<file path="config.mk">
export PLATFORM = sky130hd
export DESIGN_NAME = toast_fetch_flat
export DESIGN_NICKNAME = d
export VERILOG_FILES = /design/src/rtl/toast_fetch_if.sv /design/src/rtl/toast_fetch.sv /design/src/flat_wrapper.sv
export SDC_FILE = /design/constraint.sdc
export NUM_CORES = 1
export LEC_CHECK = 0
export ABC_AREA = 1
export BUFFER_PORTS_ARGS = -buffer_cell sky130_fd_sc_hd__buf_2
export CORE_AREA = 2 2 161 163
export CTS_CLUSTER_SIZE = 28
export DETAILED_ROUTE_END_ITERATION = 10
export DIE_AREA = 0 0 163 165
export GPL_ROUTABILITY_DRIVEN = 0
export PLACE_DENSITY = 0.76
export SLEW_MARGIN = 20
export SYNTH_ARGS = -nofsm -noshare
export SYNTH_HDL_FRONTEND = slang
export SYNTH_SLANG_ARGS = --single-unit
</file>
<file path="constraint.sdc">
create_clock -name clk_i -period 10.2 [get_ports clk_i]
set_input_delay 2.55 -clock clk_i [delete_from_list [all_inputs] [get_ports clk_i]]
set_output_delay 2.55 -clock clk_i [all_outputs]
set_load 0.01 [all_outputs]
</file>
<file path="src/rtl/toast_fetch_if.sv">
// rtl/toast_fetch_if.sv - fetch-side bundle: imem req/gnt/rvalid bus and ID delivery/redirect signals
interface toast_fetch_if;
    logic        imem_req;
    logic [31:0] imem_addr;
    logic        imem_gnt;
    logic        imem_rvalid;
    logic [31:0] imem_rdata;

    logic        id_branch_taken;
    logic [31:0] id_pc_dest;
    logic        id_stall;

    logic        if_valid;
    logic [31:0] if_pc;
    logic [31:0] if_instr;

    modport master (
        output imem_req, imem_addr,
        input  imem_gnt, imem_rvalid, imem_rdata,
        input  id_branch_taken, id_pc_dest, id_stall,
        output if_valid, if_pc, if_instr
    );

    modport slave (
        input  imem_req, imem_addr,
        output imem_gnt, imem_rvalid, imem_rdata,
        output id_branch_taken, id_pc_dest, id_stall,
        input  if_valid, if_pc, if_instr
    );
endinterface

</file>
<file path="src/rtl/toast_fetch.sv">
// rtl/toast_fetch.sv - Toast RV32I fetch front end: credit-limited imem requests, in-flight PC queue, instruction buffer
module toast_fetch #(
    parameter logic [31:0] RESET_PC = 32'h0000_0000,
    parameter int          DEPTH    = 3
) (
    input  logic          clk_i,
    input  logic          resetn_i,
    toast_fetch_if.master bus
);
    localparam int            CW       = $clog2(DEPTH + 1);
    localparam int            PW       = $clog2(DEPTH);
    localparam logic [CW:0]   CREDITS  = (CW + 1)'(DEPTH);
    localparam logic [PW-1:0] PTR_LAST = PW'(DEPTH - 1);

    logic [31:0]   fetch_pc;
    logic [CW-1:0] out_cnt;
    logic [CW-1:0] out_cnt_nxt;
    logic [CW-1:0] drop_cnt;
    logic [CW-1:0] count;
    logic [PW-1:0] pq_wr;
    logic [PW-1:0] pq_rd;
    logic [PW-1:0] fb_wr;
    logic [PW-1:0] fb_rd;
    logic [31:0]   pq_pc    [DEPTH];
    logic [31:0]   fb_pc    [DEPTH];
    logic [31:0]   fb_instr [DEPTH];

    logic valid;
    logic redirect;
    logic gnt_fire;
    logic rsp_fire;
    logic push;
    logic pop;

    function automatic logic [PW-1:0] ptr_inc(input logic [PW-1:0] p);
        return (p == PTR_LAST) ? '0 : p + 1'b1;
    endfunction

    // Credits cover both in-flight requests and buffered words, so a returning
    // response always finds a free buffer slot.
    assign bus.imem_req  = resetn_i && (({1'b0, out_cnt} + {1'b0, count}) < CREDITS);
    assign bus.imem_addr = {fetch_pc[31:2], 2'b00};

    assign redirect = bus.id_branch_taken;
    assign gnt_fire = bus.imem_req && bus.imem_gnt;
    assign rsp_fire = bus.imem_rvalid && (out_cnt != '0);
    assign push     = rsp_fire && !redirect && (drop_cnt == '0);
    assign valid    = (count != '0);
    assign pop      = valid && !bus.id_stall && !redirect;

    assign bus.if_valid = valid;
    assign bus.if_pc    = valid ? fb_pc[fb_rd]    : '0;
    assign bus.if_instr = valid ? fb_instr[fb_rd] : '0;

    always_comb begin
        out_cnt_nxt = out_cnt;
        if (gnt_fire && !rsp_fire) begin
            out_cnt_nxt = out_cnt + 1'b1;
        end else if (rsp_fire && !gnt_fire) begin
            out_cnt_nxt = out_cnt - 1'b1;
        end
    end

    always_ff @(posedge clk_i or negedge resetn_i) begin
        if (!resetn_i) begin
            fetch_pc <= RESET_PC;
            out_cnt  <= '0;
            drop_cnt <= '0;
            count    <= '0;
            pq_wr    <= '0;
            pq_rd    <= '0;
            fb_wr    <= '0;
            fb_rd    <= '0;
        end else begin
            out_cnt <= out_cnt_nxt;
            if (gnt_fire) pq_wr <= ptr_inc(pq_wr);
            if (rsp_fire) pq_rd <= ptr_inc(pq_rd);
            if (redirect) begin
                // Everything still in flight after this cycle belongs to the old path.
                fetch_pc <= {bus.id_pc_dest[31:2], 2'b00};
                drop_cnt <= out_cnt_nxt;
                count    <= '0;
                fb_wr    <= '0;
                fb_rd    <= '0;
            end else begin
                if (gnt_fire) fetch_pc <= fetch_pc + 32'd4;
                if (rsp_fire && (drop_cnt != '0)) drop_cnt <= drop_cnt - 1'b1;
                if (push) fb_wr <= ptr_inc(fb_wr);
                if (pop)  fb_rd <= ptr_inc(fb_rd);
                if (push && !pop) begin
                    count <= count + 1'b1;
                end else if (pop && !push) begin
                    count <= count - 1'b1;
                end
            end
        end
    end

    always_ff @(posedge clk_i) begin
        if (gnt_fire) pq_pc[pq_wr] <= bus.imem_addr;
        if (push) begin
            fb_pc[fb_wr]    <= pq_pc[pq_rd];
            fb_instr[fb_wr] <= bus.imem_rdata;
        end
    end
endmodule
</file>
<file path="src/flat_wrapper.sv">
// flat-port wrapper written by rule: the top's interface ports become plain ports
module toast_fetch_flat 
#(
    parameter logic [31:0] RESET_PC = 32'h0000_0000,
    parameter int          DEPTH    = 3
)
  (clk_i, resetn_i, bus_imem_req, bus_imem_addr, bus_imem_gnt, bus_imem_rvalid, bus_imem_rdata, bus_id_branch_taken, bus_id_pc_dest, bus_id_stall, bus_if_valid, bus_if_pc, bus_if_instr);
  toast_fetch_if bus_i ();
  input  logic clk_i;
  input  logic resetn_i;
  output wire logic [$bits(bus_i.imem_req)-1:0] bus_imem_req;
  output wire logic [$bits(bus_i.imem_addr)-1:0] bus_imem_addr;
  input wire logic [$bits(bus_i.imem_gnt)-1:0] bus_imem_gnt;
  input wire logic [$bits(bus_i.imem_rvalid)-1:0] bus_imem_rvalid;
  input wire logic [$bits(bus_i.imem_rdata)-1:0] bus_imem_rdata;
  input wire logic [$bits(bus_i.id_branch_taken)-1:0] bus_id_branch_taken;
  input wire logic [$bits(bus_i.id_pc_dest)-1:0] bus_id_pc_dest;
  input wire logic [$bits(bus_i.id_stall)-1:0] bus_id_stall;
  output wire logic [$bits(bus_i.if_valid)-1:0] bus_if_valid;
  output wire logic [$bits(bus_i.if_pc)-1:0] bus_if_pc;
  output wire logic [$bits(bus_i.if_instr)-1:0] bus_if_instr;
  assign bus_imem_req = bus_i.imem_req;
  assign bus_imem_addr = bus_i.imem_addr;
  assign bus_i.imem_gnt = bus_imem_gnt;
  assign bus_i.imem_rvalid = bus_imem_rvalid;
  assign bus_i.imem_rdata = bus_imem_rdata;
  assign bus_i.id_branch_taken = bus_id_branch_taken;
  assign bus_i.id_pc_dest = bus_id_pc_dest;
  assign bus_i.id_stall = bus_id_stall;
  assign bus_if_valid = bus_i.if_valid;
  assign bus_if_pc = bus_i.if_pc;
  assign bus_if_instr = bus_i.if_instr;
  toast_fetch #(.RESET_PC(RESET_PC), .DEPTH(DEPTH)) u_core (.clk_i(clk_i), .resetn_i(resetn_i), .bus(bus_i));
endmodule
</file>
==> results.tsv <==
metric	value	unit
final_util	63.5	%
worst_pin_slew	0.933	ns
detail-route-antenna-nets	0	
crit_path_start_kind	primary input	
place_hpwl	17.6	mm
synth_edf_count	276	
cts_resized	0	
ios	168	
grt_max_degree	120	
pwr-share-clk	29.2	%
h-tree-depth	2	
ys_async_sr_fraction	13.8	%
timing.max_slew.rel_slack	37.7	%
fin_area	0.0159	sq mm
final_cells	1814	
min_period_over_period	59.1	%
critical_path.top_delay_family	buffers and inverters	
yosys_warnings	0	
diodes	0	
hold_viol_final	0	
routed_wl	29.2	mm
min_path_cells	2	
min_to	u_core.pq_wr[1]	
die_x	163	microns
start_util	54.8	%
outcome	completed	
arrival	3.48	ns
required	7.65	ns
grt_overflow	0	
rrSetupSlack	7.42	ns
setup_slack	4.17	ns
clockRootBuffer	clkbuf_16	
synth_seq_area_share	68.4	%
grt_pass1_vias	9035	
synthCells	1310	
max_cap_violations	0	
leakage	6.75	nW
vias_per_cell	5.28	
rsz0062_at_grt	no	
dp_cells	1755	
cp_slowest_cell	buf_4	
cp_cell_sequence	buf_2 > buf_4 > nand2_1 > nor2_1 > buf_2	
die_area	0.0269	sq mm
synthDistinctLibCells	33	
layout_min_cycle_time	6.03	ns
synth-seq-cells	320	
drc	0	
cts_setup_buffers	0	
seqPwrFrac	43.8	%
p_sw	0.00133	W
core_area	0.0250	sq mm
dieHeight	165	microns
worst-path-buf-inv	3	
place_ws	4.12	ns
clkTransAtPathRegs	0.06	ns
startpoint	resetn_i	
synth_ff_type	edfxtp_1	
io_buffer_count	161	
placementRows	58	
final_max_slew_viol_count	0	
antenna_found_initial	0	
wire_per_inst	16.1	microns
swShare	33.0	%
crit_type	primary input to output pin	
peakVddDrop	135	uV
syn2layout_area_growth	15.9	%
cp_max_fo	46	
avgSynthCellArea	10.5	sq um
clk_latency	0.50	ns
grtUsageTotal	21.8	%
finalSetupViolCount	0	
rr_startpoint	u_core.count[0]	
final_layout_size_suffix_gt1_share	17.0	%
drt_iter0_drc	910	
hp-class	flop to flop	
dpl_cell_area	0.0148	sq mm
max_clock_freq	166	MHz
powerDensity	255	mW/mm^2
crit_path_max_incr_delay	0.52	ns
grt_first_pass_wirelength	45.5	mm
clock-sinks	320	
worstSetupEndpointType	output pin	
power_frac_comb	26.9	%
worst_clock_skew	0.0103	ns
hold_buffers	0	
p_int	0.00271	W
numCtsBuffers	34	
min_from	u_core.pq_wr[1]	
synth_area	0.0137	sq mm
drtPass1Iterations	8	
fin_nets	1536	
r2r_end	u_core.pq_pc[1][0]	
tritoncts	done	
clock_path_buffers	3	
r2r_cells	5	
via_count	9570	
crit_path_frequent_cell	buf_2	
setup_tns	0	ns
[worst reg2reg max path, stage by stage (launching register included)]
cell     delay [ns]
dfrtp_1        0.41
ha_1           0.22
fa_1           0.43
nand2_1        0.13
nand3_2        0.35
nor2_4         0.85
[layer usage]
metal  global-route usage, %  up-vias  wire [microns]  part of all wire [%]
li1                        -     4684               -                     -
met1                    28.8     4503           12600                    43
met2                    37.2      340           14100                    48
met3                    3.74       43            1950                   6.7
met4                    6.60        0             563                   1.9
met5                       0        -               0                     0
[sequential cells by signal, indices dropped and copies added (netlist names), 30 cells and up]
signal	count
u_core.pq_pc	90
u_core.fb_pc	90
u_core.fetch_pc	30
u_core.fb_instr	96
[power by group through the flow]
stage                     clock (W)  sequential, W  combinational, W
after floorplan                   0        0.00176          0.000719
after global placement            0        0.00179           0.00106
after detailed placement          0        0.00180           0.00110
after CTS                   0.00120        0.00177           0.00110
after global routing        0.00125        0.00179           0.00124
final                       0.00118        0.00177           0.00109
[worst max path at each step]
stage | endpoint | slack [ns] | depth (start not counted)
after floorplan | u_core.fb_instr[2][0] | 2.43 | 4
after global placement | bus_imem_req | 4.12 | 5
after detailed placement | bus_imem_req | 4.12 | 5
after CTS | bus_imem_req | 4.13 | 5
after global routing | bus_imem_req | 4.06 | 5
final | bus_imem_req | 4.17 | 5
[stage by stage]
stage | hold slack (ns) | total power [W]
after floorplan | 0.494 | 0.00248
after global placement | 0.537 | 0.00285
after detailed placement | 0.557 | 0.00290
after CTS | 0.570 | 0.00408
after global routing | 0.595 | 0.00428
final | 0.572 | 0.00405
[cells by family after synthesis]
| kind of cell | count (synthesis) | share of synthesized area (%) |
|---|---|---|
| DFF | 320 | 68.4 |
| xor gates and xnor gates | 10 | 0.638 |
| other | 1 | 0.0273 |
| and+or+nand+nor | 747 | 23.3 |
| buffers and inverters | 189 | 5.57 |
| AOI/OAI and AO/OA | 38 | 1.58 |
| adders and majority gates | 5 | 0.511 |
[cell usage in the layout, fill, tap and decap left out, types with 2 or more instances in the layout]
cell type   instances
nand2_1           424
edfxtp_1          276
nand3_1           242
buf_2             161
inv_1             121
nor2_1             53
dfrtp_1            41
clkbuf_16          37
o21ai_0            22
buf_4              13
xor2_1              8
clkbuf_1            8
nor2_2              6
nor2_4              6
o211ai_1            5
inv_2               4
clkinv_2            4
o22ai_1             4
nand2_2             4
ha_1                4
conb_1              4
clkinv_1            4
nand3_2             3
a21oi_1             3
dfrtp_2             3
nand4_1             2
nor3_2              2
o21bai_1            2
nor3_1              2
xnor2_1             2
clkinvlp_4          2
bufinv_16           2
clkinv_4            2
[area by class of cell]
| cell class | count | area, sq um |
|---|---|---|
| inverters | 126 | 474 |
| well taps | 330 | 413 |
| clock inverters | 13 | 123 |
| clock buffers | 46 | 970 |
| repair buffers | 175 | 915 |
| fillers | 1965 | 9130 |
| flip-flops and latches | 320 | 9390 |
| multi-input cells | 804 | 3620 |
[cells in the mapped netlist (5+ instances only)]
library cell / count / share of area (%)
nand2_1: 424 / 12
buf_1: 11 / 0.30
o211ai_1: 5 / 0.27
inv_2: 5 / 0.14
dfrtp_1: 44 / 8.0
xor2_1: 8 / 0.51
edfxtp_1: 276 / 60
buf_4: 6 / 0.33
clkbuf_1: 25 / 0.68
nor2_2: 6 / 0.27
buf_2: 20 / 0.73
o21ai_0: 22 / 0.80
nand3_1: 242 / 8.8
nor2_1: 56 / 1.5
inv_1: 121 / 3.3
No activity file was read; power rests on OpenSTA's default activity.
